$ cat config.mk
export PLATFORM = sky130hd
export DESIGN_NAME = uart_tx_ctrl
export DESIGN_NICKNAME = d
export VERILOG_FILES = /design/src/rtl/lib_uart_pkg.sv /design/src/rtl/uart_tx_fifo.sv /design/src/rtl/uart_tx_ctrl.sv
export SDC_FILE = /design/constraint.sdc
export NUM_CORES = 1
export LEC_CHECK = 0
export BUFFER_PORTS_ARGS = -buffer_cell sky130_fd_sc_hd__buf_2
export CORE_MARGIN = 2
export CORE_UTILIZATION = 51
export CTS_CLUSTER_SIZE = 14
export DETAILED_ROUTE_END_ITERATION = 8
export PLACE_DENSITY = 0.68
export SLEW_MARGIN = 20
export SYNTH_ARGS = -nofsm -noshare
export SYNTH_HDL_FRONTEND = slang
export SYNTH_SLANG_ARGS = --single-unit
$ cat constraint.sdc
create_clock -name clk -period 4.97 [get_ports clk]
set_input_delay 0.2485 -clock clk [delete_from_list [all_inputs] [get_ports clk]]
set_output_delay 0.2485 -clock clk [all_outputs]
set_load 0.01 [all_outputs]
$ cat src/rtl/lib_uart_pkg.sv
// Constants and state encoding shared by the board UART transmitter and receiver.
// Both ends of the serial link import this package so that they agree on frame format.
package lib_uart;

    localparam int DATA_BITS = 8;
    localparam int IDX_W     = $clog2(DATA_BITS);

    typedef enum logic [1:0] {
        IDLE,
        START,
        DATA,
        STOP
    } UART_TX_STATE;

endpackage

$ cat src/rtl/uart_tx_fifo.sv
// First-word fall-through byte queue between the CPU write path and the UART serialiser.
// An extra pointer bit distinguishes the full condition from the empty condition.
module uart_tx_fifo #(
    parameter int DEPTH = 4,
    parameter int WIDTH = 8
) (
    input  logic             clk,
    input  logic             reset,
    input  logic             push,
    input  logic [WIDTH-1:0] din,
    input  logic             pop,
    output logic [WIDTH-1:0] dout,
    output logic             full,
    output logic             empty
);

    localparam int AW = $clog2(DEPTH);
    localparam int PW = AW + 1;

    logic [PW-1:0]    wr_ptr_q, wr_ptr_d;
    logic [PW-1:0]    rd_ptr_q, rd_ptr_d;
    logic [WIDTH-1:0] mem_q [DEPTH];
    logic [WIDTH-1:0] mem_d [DEPTH];

    assign empty = (wr_ptr_q == rd_ptr_q);
    assign full  = (wr_ptr_q[PW-1] != rd_ptr_q[PW-1]) &&
                   (wr_ptr_q[AW-1:0] == rd_ptr_q[AW-1:0]);
    assign dout  = mem_q[rd_ptr_q[AW-1:0]];

    // Full is judged on the registered pointers, so a same-edge pop never makes room for a push.
    always_comb begin
        mem_d    = mem_q;
        wr_ptr_d = wr_ptr_q;
        rd_ptr_d = rd_ptr_q;
        if (push && !full) begin
            mem_d[wr_ptr_q[AW-1:0]] = din;
            wr_ptr_d                = wr_ptr_q + 1'b1;
        end
        if (pop && !empty) begin
            rd_ptr_d = rd_ptr_q + 1'b1;
        end
    end

    always_ff @(posedge clk) begin
        if (reset) begin
            wr_ptr_q <= '0;
            rd_ptr_q <= '0;
            for (int i = 0; i < DEPTH; i++) begin
                mem_q[i] <= '0;
            end
        end else begin
            wr_ptr_q <= wr_ptr_d;
            rd_ptr_q <= rd_ptr_d;
            mem_q    <= mem_d;
        end
    end

endmodule

$ cat src/rtl/uart_tx_ctrl.sv
// UART 8N1 transmitter: buffers CPU bytes in a small FIFO and serialises them LSB-first
// onto the registered, idle-high uart_tx pin at WAIT clocks per bit.
module uart_tx_ctrl
    import lib_uart::*;
#(
    parameter int WAIT  = 8,
    parameter int DEPTH = 4
) (
    input  logic       clk,
    input  logic       reset,
    input  logic       w_en,
    input  logic [7:0] w_data,
    output logic       w_ready,
    output logic       busy,
    output logic       uart_tx
);

    localparam int                CW        = $clog2(WAIT);
    localparam logic [CW-1:0]     WAIT_LAST = CW'(WAIT - 1);
    localparam logic [IDX_W-1:0]  LAST_BIT  = IDX_W'(DATA_BITS - 1);

    UART_TX_STATE         state_q, state_d;
    logic [CW-1:0]        wait_cnt_q, wait_cnt_d;
    logic [IDX_W-1:0]     bit_idx_q, bit_idx_d;
    logic [DATA_BITS-1:0] shift_q, shift_d;
    logic                 tx_q, tx_d;

    logic                 fifo_pop;
    logic [DATA_BITS-1:0] fifo_dout;
    logic                 fifo_full;
    logic                 fifo_empty;
    logic                 bit_done;

    uart_tx_fifo #(
        .DEPTH (DEPTH),
        .WIDTH (DATA_BITS)
    ) u_fifo (
        .clk   (clk),
        .reset (reset),
        .push  (w_en),
        .din   (w_data),
        .pop   (fifo_pop),
        .dout  (fifo_dout),
        .full  (fifo_full),
        .empty (fifo_empty)
    );

    assign bit_done = (wait_cnt_q == WAIT_LAST);
    assign busy     = (state_q != IDLE) | ~fifo_empty;
    assign w_ready  = ~fifo_full;
    assign uart_tx  = tx_q;

    always_comb begin
        state_d    = state_q;
        wait_cnt_d = wait_cnt_q;
        bit_idx_d  = bit_idx_q;
        shift_d    = shift_q;
        fifo_pop   = 1'b0;
        tx_d       = 1'b1;

        case (state_q)
            IDLE: begin
                if (!fifo_empty) begin
                    fifo_pop   = 1'b1;
                    shift_d    = fifo_dout;
                    state_d    = START;
                    wait_cnt_d = '0;
                end
            end
            START: begin
                if (bit_done) begin
                    state_d    = DATA;
                    wait_cnt_d = '0;
                    bit_idx_d  = '0;
                end else begin
                    wait_cnt_d = wait_cnt_q + 1'b1;
                end
            end
            DATA: begin
                if (bit_done) begin
                    wait_cnt_d = '0;
                    if (bit_idx_q == LAST_BIT) begin
                        state_d = STOP;
                    end else begin
                        bit_idx_d = bit_idx_q + 1'b1;
                    end
                end else begin
                    wait_cnt_d = wait_cnt_q + 1'b1;
                end
            end
            STOP: begin
                // A queued byte starts its start bit straight after this stop bit, with no idle gap.
                if (bit_done) begin
                    wait_cnt_d = '0;
                    if (!fifo_empty) begin
                        fifo_pop = 1'b1;
                        shift_d  = fifo_dout;
                        state_d  = START;
                    end else begin
                        state_d = IDLE;
                    end
                end else begin
                    wait_cnt_d = wait_cnt_q + 1'b1;
                end
            end
            default: begin
                state_d = IDLE;
            end
        endcase

        case (state_d)
            START:   tx_d = 1'b0;
            DATA:    tx_d = shift_d[bit_idx_d];
            default: tx_d = 1'b1;
        endcase
    end

    always_ff @(posedge clk) begin
        if (reset) begin
            state_q    <= IDLE;
            wait_cnt_q <= '0;
            bit_idx_q  <= '0;
            shift_q    <= '0;
            tx_q       <= 1'b1;
        end else begin
            state_q    <= state_d;
            wait_cnt_q <= wait_cnt_d;
            bit_idx_q  <= bit_idx_d;
            shift_q    <= shift_d;
            tx_q       <= tx_d;
        end
    end

endmodule
-- Yosys cells after proc, flatten, opt, wreduce, memory -nomap -nowiden
Index checks and enable logic that the tools add are counted.
- order comparisons: 4
- add/sub/neg operators: 4
- $mul: 0
- equality and inequality tests: 11
- div/mod/pow operators: 0
- bitwise logic cells: 5
- mux-type cells: 29
- shifts and indexed selects: 0
- reduce and logical (&&, ||, !) cells: 9
- operator list (operator ; number):
    8-bit 2-to-1 mux ; 5
    32-bit bitwise mux ; 1
    8-bit binary-select mux with 2-bit select ; 1
    8-bit demux with 2-bit select ; 1
    8-bit one-hot mux with 2 select lines ; 1
    3-bit 2-to-1 mux ; 5
    3-bit by 1-bit adder with 3-bit output (second input constant) ; 4
    3-bit one-hot mux with 2 select lines ; 2
    2-bit 2-to-1 mux ; 5
    2-bit one-hot mux with 4 select lines ; 1
    2-bit == test (second input constant) ; 3
    3-bit == test (second input constant) ; 2
    3-bit greater-or-equal comparator (second input constant) ; 2
    2-bit inverter with 3-bit output ; 2
    2-bit by 1-bit == test with 1-bit output (second input constant) ; 2
    1-bit logical AND ; 4
    3-bit by 4-bit less-than comparator with 1-bit output (second input constant) ; 1
    1-bit 2-to-1 mux ; 4
    1-bit one-hot mux with 2 select lines ; 2
    1-bit binary-select mux with 3-bit select ; 1
    3-bit == test ; 1
    3-bit by 1-bit less-than comparator with 1-bit output (second input constant) ; 1
    3-bit OR reduction ; 1
    2-bit == test ; 1
    other kinds (7) ; 9
- input port bits: 11
- logic and storage cells: 73
- register bits: 55
- RAM bits: 0
- ROM bits: 0
- bits in latches: 0
- memories: 0

-- Logic depth before layout (Yosys ltp)
- depth in word-level cells: 10
- mapped depth: 10

-- Modules after synthesis
Synthesis repeated with hierarchy kept, for this count alone.
- cells, all modules: 285
- area, all modules: 2972.9 um2
- by module, submodules not included (module ; cells an instance ; area each (um2) ; times used):
    uart_tx_fifo ; 173 ; 1979.4 ; 1
    uart_tx_ctrl ; 112 ; 993.5 ; 1

-- Least setup slack after synthesis
No wires, ideal clock.
- path type: reg-to-reg
- start point: register wait_cnt_q[0]
- end point: register tx_q (netlist: uart_tx)
- path buffers: 1
- setup time: 0.130 ns
- slack: 2.946 ns
- cell stages (with the launch flop): 10
- clock period less this slack: 2.024 ns
- data arrival time: 1.894 ns
- data required time: 4.840 ns
- cell sequence: dfxtp_1 ha_1 ha_1 buf_2 and2_1 a21o_1 and3_1 a2111o_1 o2111ai_1 nand4_1
- cells in the longest elaborated chain, start to end: 6
- elaborated cells on any way between the ends: 15
- RTL lines (item ; RTL line ; RTL):
    from (decl) ; uart_tx_ctrl.sv:23 ; logic [CW-1:0] wait_cnt_q, wait_cnt_d;
    from (signal assigned) ; uart_tx_ctrl.sv:127 ; wait_cnt_q <= wait_cnt_d;
    3-bit == test * ; uart_tx_ctrl.sv:48 ; assign bit_done = (wait_cnt_q == WAIT_LAST);
    8-bit 2-to-1 mux (tied with other cells) ; uart_tx_ctrl.sv:93 ; if (bit_done) begin
    8-bit one-hot mux with 2 select lines or 3-bit one-hot mux with 2 select lines (tied branches) ; uart_tx_ctrl.sv:61 ; case (state_q)
    1-bit binary-select mux with 3-bit select ; uart_tx_ctrl.sv:113 ; DATA: tx_d = shift_d[bit_idx_d];
    1-bit 2-to-1 mux (not written as such) ; uart_tx_ctrl.sv:113 ;
    1-bit one-hot mux with 2 select lines * ; uart_tx_ctrl.sv:111 ; case (state_d)
    to (signal assigned) ; uart_tx_ctrl.sv:130 ; tx_q <= tx_d;
    to (decl) ; uart_tx_ctrl.sv:26 ; logic tx_q, tx_d;
Every way passes the cells marked *; elsewhere a longest branch is shown, timed or not. The select of a mux whose other input is x is not followed.
A chain may end at the register's enable or synchronous reset.

-- Worst setup path after layout
- start point: register u_fifo.rd_ptr_q[1]
- end point: register u_fifo.mem_q[11] in the netlist's numbering
- cells in the longest elaborated chain, start to end: 4
- RTL lines (item ; RTL line ; RTL):
    from (decl) ; uart_tx_fifo.sv:21 ; logic [PW-1:0] rd_ptr_q, rd_ptr_d;
    from (signal assigned) ; uart_tx_fifo.sv:53 ; rd_ptr_q <= rd_ptr_d;
    2-bit == test ; uart_tx_fifo.sv:27 ; (wr_ptr_q[AW-1:0] == rd_ptr_q[AW-1:0]);
    1-bit logical AND ; uart_tx_fifo.sv:26 ; assign full = (wr_ptr_q[PW-1] != rd_ptr_q[PW-1]) &&
    1-bit zero test ; uart_tx_fifo.sv:35 ; if (push && !full) begin
    1-bit logical AND ; uart_tx_fifo.sv:35 ;
    to (signal assigned) ; uart_tx_fifo.sv:54 ; mem_q <= mem_d;
    to (decl) ; uart_tx_fifo.sv:22 ; logic [WIDTH-1:0] mem_q [DEPTH];
Every way passes these cells.

==> flow_summary.json <==
{
  "drv_cap": 0,
  "arrival_ns": 2.84,
  "cts_setup_buffers": 0,
  "syn-num-nets": 332,
  "start_kind": "flip-flop",
  "vias_per_cell": 5.61,
  "final_util": 0.563,
  "grt_pass1_wl_um": 9350,
  "htree_levels": 2,
  "critPathMaxStageDelay_ns": 0.69,
  "yosysWarnings": 0,
  "synth_commonest_cells": "dfxtp_1 (55), nand2_1 (46), a21oi_1 (37)",
  "wl_met1_um": 2630,
  "via_count": 2128,
  "hold_start": "w_data[4]",
  "die_w_um": 76.9,
  "grt_max_degree": 56,
  "cts.sinks": 55,
  "gp_congestion": 0.765,
  "critPathKind": "reg -> reg",
  "dr.pass1.iters": 4,
  "areaGrowthSynthToFinish_pct": 6.24,
  "top_layer": "met4",
  "hpwl_um": 3750,
  "grt_antenna_before_repair": 0,
  "yosys_register_bits": 55,
  "synth_area_leaders": "dfxtp_1 (41%), a21oi_1 (6.8%), nand3_1 (6.5%)",
  "crit_start": "u_fifo.rd_ptr_q[1]",
  "grt-ovfl-total": 0,
  "powerDensity_nw_per_um2": 419,
  "die-area_sq_um": 5910,
  "cp_max_fo": 22,
  "ys.flop_type": "dfxtp_1",
  "wl_met2_um": 2630,
  "outcome": "finished clean",
  "io_buffers": 13,
  "initial_core_util": 0.530,
  "cts_root_buf": "clkbuf_8",
  "syn_inst": 308,
  "maxSlewViolCount": 0,
  "synth_cell_types": 43,
  "async_flop_share": 0,
  "fin_worst_skew_ns": 0.00799,
  "grt_pass1_vias": 1994,
  "relSlewSlack": 0.348,
  "hp-class": "in -> reg",
  "clk_latency_ns": 0.31,
  "endpoint_kind": "flip-flop",
  "nets": 332,
  "ant_nets": 0,
  "drt_iter0_drc": 88,
  "post-synth-top-count-cell": "dfxtp_1",
  "yosys.area.top_type_share": 0.407,
  "min_period_over_period": 0.539,
  "critPathTopFamily": "flip-flops",
  "crit_required_ns": 5.13,
  "clk_pin_slew_ns": 0.10,
  "syn_area_sq_um": 2710,
  "cts_inserted_buffers": 5,
  "clk_path_buf_depth": 2,
  "dieHeight_um": 76.9,
  "final_hold_viol_count": 0,
  "route.met3.wl_um": 174,
  "num_io_pins": 14,
  "r2r_start": "u_fifo.rd_ptr_q[1]",
  "wl_per_cell_um": 14.5,
  "finalSetupViolations": 0,
  "path_cells": "xor2_2, nor2_1, a21boi_2, buf_4, nand2_1, nand2_1, a21oi_1",
  "fmax_mhz": 373,
  "post-route-min-period_ns": 2.68,
  "track_usage": 0.195,
  "rows": 26,
  "leakagePower_uw": 0.00109,
  "cp_num_buf_inv": 1,
  "synth_edf_count": 0,
  "setup_tns_ns": 0,
  "wirelength_um": 5500,
  "irDropWorstVdd_mv": 0.227,
  "antenna_cells": 0,
  "layout-drive-gt1-share": 0.110,
  "grt_setup_unrepaired": "false",
  "cts_tree": "yes",
  "core_sq_um": 5110,
  "tightest_slew_ns": 0.977,
  "ctsHoldBuffers": 0,
  "synth-seq-area-share": 0.407,
  "yosysTopAreaCell": "dfxtp_1",
  "path_common_cell": "nand2_1",
  "drc": 0,
  "syn_area_per_cell_sq_um": 8.79,
  "cts-resized-gates": 0,
  "crit_slowest_cell": "dfxtp_1"
}
==> area by class of cell <==
cell class              instances  area, sq um
clock buffers                   5         68.8
clock inverters                 3         43.8
multi-input cells             225         1480
flip-flops and latches         55         1100
well taps                      70         87.6
repair buffers                 14         72.6
inverters                       7         26.3
fillers                       487         2230
==> cells in the final DEF (no fill, tap or decap), types with 2 or more instances in the layout <==
cell type	n
mux4_2	3
a21o_1	3
a32oi_1	4
nand3_1	35
a22o_2	2
xnor2_1	2
buf_2	13
nor3_1	2
nand4_1	3
xor2_2	2
nor2_1	24
o2111ai_1	2
a21oi_1	37
and2_1	5
nor2b_1	6
dfxtp_1	55
and3_1	2
clkbuf_8	5
inv_1	7
o21ai_0	5
nand2_1	46
xor2_1	3
mux2i_1	2
mux4_1	5
ha_1	13
a211o_2	2
o211ai_1	2
==> state kept, by name, indices dropped and copies added (netlist names) <==
name / cells
bit_idx_q: 3
shift_q: 8
state_q: 2
u_fifo.mem_q: 32
u_fifo.rd_ptr_q: 3
u_fifo.wr_ptr_q: 3
uart_tx: 1
wait_cnt_q: 3
==> path summary, 6_finish.rpt <==
path	depth (start not counted)	end	slack (ns)
worst max-delay path	7	u_fifo.mem_q[11]	2.29
worst min-delay path	3	u_fifo.mem_q[12]	0.21
worst max register to register	7	u_fifo.mem_q[11]	2.29
worst min register to register	2	u_fifo.mem_q[15]	0.46
==> power breakdown <==
| group | leakage [uW] | internal [uW] | total [uW] | switching (uW) |
|---|---|---|---|---|
| clock network | 0.0000581 | 150 | 298 | 148 |
| registers | 0.000447 | 481 | 524 | 43.3 |
| logic | 0.000589 | 155 | 384 | 229 |
==> kinds of logic after synthesis <==
| family | share of synthesized area |
|---|---|
| DFF | 0.407 |
| and+or+nand+nor | 0.206 |
| xor gates and xnor gates | 0.0282 |
| muxes | 0.0809 |
| adders and majority gates | 0.0601 |
| buffers and inverters | 0.0494 |
| AOI/OAI and AO/OA | 0.169 |
==> per-stage QoR <==
stage	setup WS (ns)	std cells	area (sq um)	hold WS, ns	total power, uW
final	2.29	379	2880	0.206	1210
after global routing	2.05	379	2880	0.200	1290
after CTS	2.29	379	2880	0.195	1220
after detailed placement	2.31	371	2760	0.447	919
after global placement	2.31	371	2760	0.441	915
after floorplan	2.95	308	2710	0.396	855
==> per-layer routing <==
| metal | track usage | up-vias |
|---|---|---|
| met4 | 0.0600 | 0 |
| met5 | 0 | - |
| li1 | - | 1090 |
| met1 | 0.249 | 1002 |
| met2 | 0.339 | 30 |
| met3 | 0.0318 | 6 |
==> worst reg2reg max path, delay by kind of cell, from the launching register on <==
| family | cells | cell delay [ns] |
|---|---|---|
| XOR/XNOR | 1 | 0.27 |
| AO/OA/AOI/OAI | 2 | 0.68 |
| flip-flops | 1 | 0.69 |
| buffers and inverters | 1 | 0.37 |
| AND/OR/NAND/NOR | 3 | 0.51 |
Note: power is estimated with default switching activity, not from simulation.
